==> config.mk <==
export PLATFORM = sky130hd
export DESIGN_NAME = seq_det_ctrl
export DESIGN_NICKNAME = d
export VERILOG_FILES = /design/src/rtl/seq_det_pkg.sv /design/src/rtl/seq_match_core.sv /design/src/rtl/seq_det_ctrl.sv
export SDC_FILE = /design/constraint.sdc
export NUM_CORES = 1
export LEC_CHECK = 0
export BUFFER_PORTS_ARGS = -buffer_cell sky130_fd_sc_hd__buf_2
export CORE_AREA = 8 8 77 79
export DETAILED_ROUTE_END_ITERATION = 10
export DIE_AREA = 0 0 85 87
export PLACE_DENSITY_LB_ADDON = 0.08
export SLEW_MARGIN = 20
export SYNTH_ARGS = -nofsm -noshare
export SYNTH_HDL_FRONTEND = slang
export SYNTH_SLANG_ARGS = --single-unit
==> constraint.sdc <==
create_clock -name clk -period 4.3 [get_ports clk]
set_input_delay 0.43 -clock clk [delete_from_list [all_inputs] [get_ports clk]]
set_output_delay 0.43 -clock clk [all_outputs]
set_load 0.01 [all_outputs]
==> src/rtl/seq_det_pkg.sv <==
// ============================================================================
//  Module   : seq_det_pkg
//  Purpose  : Shared types and reset-configuration constants for seq_det_ctrl
//  Revision : 1.0  initial release
// ============================================================================
`default_nettype none

package seq_det_pkg;

    localparam int MAXLEN_DEF = 8;
    localparam int CNTW_DEF   = 8;

    typedef enum logic [1:0] {
        ST_IDLE = 2'd0,
        ST_RUN  = 2'd1,
        ST_DONE = 2'd2
    } state_t;

    // Power-up detector setup: 4-bit pattern 1101, overlapping, free-running.
    localparam logic [31:0] c_RST_PATTERN = 32'b1101;
    localparam logic [3:0]  c_RST_LEN     = 4'd4;
    localparam logic        c_RST_OVERLAP = 1'b1;

endpackage

`default_nettype wire

==> src/rtl/seq_match_core.sv <==
// ============================================================================
//  Module   : seq_match_core
//  Purpose  : History shift register, bits-seen counter and masked compare
//  Revision : 1.0  initial release
// ============================================================================
`default_nettype none

module seq_match_core
    import seq_det_pkg::*;
#(
    parameter int MAXLEN = MAXLEN_DEF
) (
    input  logic              clk,
    input  logic              rst,
    input  logic              shift_en,
    input  logic              clr,
    input  logic              din,
    input  logic [MAXLEN-1:0] pattern,
    input  logic [3:0]        len,
    input  logic              overlap,
    output logic              match
);

    logic [MAXLEN-1:0] r_hist;
    logic [3:0]        r_seen;
    logic [MAXLEN-1:0] w_hist_next;
    logic [MAXLEN-1:0] w_mask;
    logic [3:0]        w_seen_next;
    logic              w_hit;

    always_comb begin
        w_mask = '0;
        for (int i = 0; i < MAXLEN; i++) begin
            w_mask[i] = (i < int'(len));
        end
    end

    // The match decision includes the bit being shifted in this cycle.
    assign w_hist_next = {r_hist[MAXLEN-2:0], din};
    assign w_seen_next = (r_seen >= len) ? r_seen : r_seen + 4'd1;
    assign w_hit       = (((w_hist_next ^ pattern) & w_mask) == '0) && (w_seen_next >= len);
    assign match       = shift_en & w_hit;

    always_ff @(posedge clk or posedge rst) begin
        if (rst) begin
            r_hist <= '0;
            r_seen <= '0;
        end else if (clr) begin
            r_hist <= '0;
            r_seen <= '0;
        end else if (shift_en) begin
            r_hist <= w_hist_next;
            r_seen <= (w_hit && !overlap) ? 4'd0 : w_seen_next;
        end
    end

endmodule

`default_nettype wire

==> src/rtl/seq_det_ctrl.sv <==
// ============================================================================
//  Module   : seq_det_ctrl
//  Purpose  : Programmable serial pattern detector with run/threshold FSM
//  Revision : 1.0  initial release
// ============================================================================
`default_nettype none

module seq_det_ctrl
    import seq_det_pkg::*;
#(
    parameter int MAXLEN = MAXLEN_DEF,
    parameter int CNTW   = CNTW_DEF
) (
    input  logic              clk,
    input  logic              rst,
    input  logic              cfg_valid,
    output logic              cfg_ready,
    input  logic [MAXLEN-1:0] cfg_pattern,
    input  logic [3:0]        cfg_len,
    input  logic              cfg_overlap,
    input  logic [CNTW-1:0]   cfg_thresh,
    output logic              cfg_err,
    input  logic              start,
    input  logic              stop,
    input  logic              in_valid,
    input  logic              in,
    output logic              det,
    output logic [CNTW-1:0]   match_cnt,
    output logic              busy,
    output logic              done
);

    state_t            r_state;
    logic [MAXLEN-1:0] r_pattern;
    logic [3:0]        r_len;
    logic              r_overlap;
    logic [CNTW-1:0]   r_thresh;
    logic [CNTW-1:0]   r_cnt;
    logic              r_det;
    logic              r_cfg_err;

    logic              w_cfg_fire;
    logic              w_len_ok;
    logic              w_shift_en;
    logic              w_clr;
    logic              w_match;
    logic [CNTW-1:0]   w_cnt_inc;

    assign cfg_ready  = (r_state != ST_RUN);
    assign w_cfg_fire = cfg_valid & cfg_ready;
    assign w_len_ok   = (cfg_len != 4'd0) && (int'(cfg_len) <= MAXLEN);

    // Stop takes priority: the bit offered on a stop cycle is neither shifted nor matched.
    assign w_shift_en = (r_state == ST_RUN) & in_valid & ~stop;
    assign w_clr      = (r_state != ST_RUN) & start & ~stop;
    assign w_cnt_inc  = (r_cnt == '1) ? r_cnt : r_cnt + CNTW'(1);

    seq_match_core #(
        .MAXLEN (MAXLEN)
    ) u_core (
        .clk      (clk),
        .rst      (rst),
        .shift_en (w_shift_en),
        .clr      (w_clr),
        .din      (in),
        .pattern  (r_pattern),
        .len      (r_len),
        .overlap  (r_overlap),
        .match    (w_match)
    );

    always_ff @(posedge clk or posedge rst) begin
        if (rst) begin
            r_state   <= ST_IDLE;
            r_pattern <= MAXLEN'(c_RST_PATTERN);
            r_len     <= c_RST_LEN;
            r_overlap <= c_RST_OVERLAP;
            r_thresh  <= '0;
            r_cnt     <= '0;
            r_det     <= 1'b0;
            r_cfg_err <= 1'b0;
        end else begin
            r_det     <= 1'b0;
            r_cfg_err <= w_cfg_fire & ~w_len_ok;

            if (w_cfg_fire && w_len_ok) begin
                r_pattern <= cfg_pattern;
                r_len     <= cfg_len;
                r_overlap <= cfg_overlap;
                r_thresh  <= cfg_thresh;
            end

            case (r_state)
                ST_IDLE, ST_DONE: begin
                    if (stop) begin
                        r_state <= ST_IDLE;
                    end else if (start) begin
                        r_state <= ST_RUN;
                        r_cnt   <= '0;
                    end
                end
                ST_RUN: begin
                    if (stop) begin
                        r_state <= ST_IDLE;
                    end else if (w_match) begin
                        r_det <= 1'b1;
                        r_cnt <= w_cnt_inc;
                        if ((r_thresh != '0) && (w_cnt_inc == r_thresh)) begin
                            r_state <= ST_DONE;
                        end
                    end
                end
                default: r_state <= ST_IDLE;
            endcase
        end
    end

    assign det       = r_det;
    assign cfg_err   = r_cfg_err;
    assign match_cnt = r_cnt;
    assign busy      = (r_state == ST_RUN);
    assign done      = (r_state == ST_DONE);

endmodule

`default_nettype wire
==> impl_metrics.tcl <==
set metrics [dict create \
    status "complete, no violations" \
    cp-end-kind "register" \
    antenna_cells 0 \
    via_per_inst 5.700 \
    port_buffers 40 \
    fp.dieH_um 87 \
    start_util_pct 52.48 \
    synthToLayoutAreaGrowth_pct 12.49 \
    synth_top_area_share_pct 38.37 \
    dpl.hpwl_um 4148 \
    hold_violations 0 \
    synth.avg_cell_area_um2 9.975 \
    dr.pass1.iters 4 \
    cts_tree "done" \
    clock_skew_ns 0.01048 \
    grt_max_degree 45 \
    preCtsSetupSlack_ns 0.7465 \
    clock.fmax_ghz 0.2811 \
    synth_cells 255 \
    p_leak_nw 1.273 \
    finalSetupViolCount 0 \
    h-tree-depth 2 \
    rsz0062_at_grt "no" \
    track_usage_pct 16.26 \
    grt-ovfl-total 0 \
    antenna_left 0 \
    p_total_mw 1.126 \
    drv_cap 0 \
    root_buffer "clkbuf_8" \
    ys_seq_elements 44 \
    finalCritPeriodShare_pct 82.72 \
    die-area_mm2 0.007395 \
    critPathKind "reg2reg" \
    final.setup.tns_ns 0 \
    gp_congestion 0.8991 \
    worstMarginPinSlew_ns 0.9783 \
    clk_path_buf_depth 2 \
    ir_drop_uv 242.2 \
    slew_violations 0 \
    synth_edf_count 0 \
    multi_input_area_mm2 0.001341 \
    regArea_mm2 0.001107 \
    cts.sinks 44 \
    drive_gt1_share_pct 27.89 \
    startpoint "r_len[2]" \
    nets 331 \
    grt_pass1_wl_um 9646 \
    n_fill_cell 447 \
    hold_buffers 0 \
    wl_per_cell_um 16.20 \
    routed_wl_um 5670 \
    power.density_mw_per_mm2 393.5 \
    cts_setup_buffers 0 \
    worst_slack_ns 0.7432 \
    cts_made_buffers 5 \
    synth_area_leader_cell "dfrtp_1" \
    fin_util_pct 59.03 \
    synth_area_mm2 0.002544 \
    clock_latency_ns 0.30 \
    required_ns 4.48 \
    rows 26 \
    r2r-start "r_len[2]" \
    route.vias.total 1995 \
    min_path_type "in2async" \
    syn_nets 293 \
    relSlewSlack_pct 34.60 \
    ios 41 \
    synth_area_leaders "dfrtp_1 (38%), mux2_2 (9.7%), dfstp_2 (5.2%), xnor2_1 (5.2%), ha_1 (4.9%)" \
    ys_warn_count 0 \
    synthArstFlopShare_pct 100.0 \
    min_period_ns 3.557 \
    drt_iter0_drc 195 \
    grt_pass1_vias 1950 \
    dieWidth_um 85 \
    antenna_found_initial 0 \
    crit_fanout 8 \
    worstPathArrival_ns 3.74 \
    yosysSeqAreaShare_pct 43.53 \
    crit_path_start_kind "register" \
    cts_resized 0 \
    path_clk_slew_ns 0.09 \
    drc 0 \
    synth_ff_type "dfrtp_1" \
    fp.coreArea_mm2 0.004847 \
    synth.distinct_cells 49 \
]
==> worst paths after layout <==
check,cells past startpoint,slack [ns],to
worst max-delay path,11,0.74,r_state[0]
worst min-delay path,3,0.27,match_cnt[2]
worst max register to register,11,0.74,r_state[0]
worst min register to register,1,0.53,r_state[1]
max in group asynchronous,3,3.65,u_core.r_seen[3]
min in group clk,2,0.35,r_len[3]
==> synthesized netlist by cell type (2+ instances only) <==
| cell type | n |
|---|---|
| buf_6 | 2 |
| or2_2 | 2 |
| xor2_1 | 4 |
| nand2b_1 | 7 |
| o31ai_1 | 3 |
| a22oi_1 | 2 |
| nand3_1 | 9 |
| nand2_1 | 27 |
| mux2_2 | 22 |
| a21oi_1 | 18 |
| nor4_1 | 3 |
| nor2_1 | 12 |
| nor3_1 | 7 |
| o21a_1 | 2 |
| nand3b_1 | 2 |
| nand4_1 | 2 |
| inv_1 | 9 |
| dfstp_2 | 5 |
| o21ai_0 | 10 |
| xnor2_1 | 15 |
| and4_1 | 4 |
| ha_1 | 10 |
| dfrtp_1 | 39 |
| mux2i_1 | 2 |
| a31oi_1 | 4 |
| a221oi_1 | 3 |
| a22o_1 | 2 |
| clkbuf_1 | 7 |
==> cell type report <==
type / count / share of cell area (%)
clock inverters: 1 / 0.2624
well taps: 56 / 2.449
repair buffers: 41 / 7.258
inverters: 11 / 1.443
flip-flops and latches: 44 / 38.70
multi-input cells: 190 / 46.87
clock buffers: 7 / 3.017
==> stage by stage <==
stage          std cells  hold slack [ns]  instance area (um2)
2_1_floorplan        255           0.4787                 2544
3_3_place_gp         342           0.5037                 2768
3_5_place_dp         342           0.5069                 2768
4_1_cts              350           0.2776                 2861
5_1_grt              350           0.3094                 2861
6_report             350           0.2680                 2861
==> flip-flops by register name, indices dropped and copies added, names as in the netlist <==
name           count
cfg_err            1
det                1
match_cnt          8
r_len              4
r_overlap          1
r_pattern          8
r_state            2
r_thresh           8
u_core.r_hist      7
u_core.r_seen      4
==> critical path: stages (launching register included) <==
cell	delay, ns
dfstp_2	0.58
inv_1	0.07
ha_1	0.28
nand2_1	0.06
o21ai_0	0.46
mux2_2	0.42
ha_1	0.28
a211o_1	0.12
a21oi_1	0.07
or4_4	0.58
nor4_2	0.41
a21oi_1	0.11
==> report_power, final <==
| part | internal (mW) | switching, mW |
|---|---|---|
| clock | 0.131 | 0.148 |
| sequential | 0.482 | 0.0651 |
| combinational | 0.158 | 0.142 |
==> placed cells by master (no fill, tap or decap), types with 4 or more instances in the layout <==
cell type  Yosys  routed
buf_2          1      40
dfrtp_1       39      39
nand2_1       27      27
mux2_2        22      22
a21oi_1       18      18
xnor2_1       15      15
nor2_1        12      12
o21ai_0       10      10
ha_1          10      10
nand3_1        9       9
inv_1          9       8
nand2b_1       7       7
nor3_1         7       7
clkbuf_8       0       6
dfstp_2        5       5
xor2_1         4       4
and4_1         4       4
a31oi_1        4       4
==> routing by layer <==
layer / vias up / track usage, % / wire [um]
met5: - / 0 / 0
li1: 996 / - / -
met1: 944 / 21.77 / 2770
met3: 8 / 4.623 / 313
met4: 0 / 4.854 / 74
met2: 47 / 24.72 / 2511
==> logic make-up after synthesis <==
group | share of synthesized area (%)
xor+xnor | 6.542
mux | 10.53
flops | 43.53
fa+ha+maj | 4.919
buf+inv | 3.738
compound gates | 13.63
simple gates | 17.12
No activity file was read; power rests on OpenSTA's default activity.
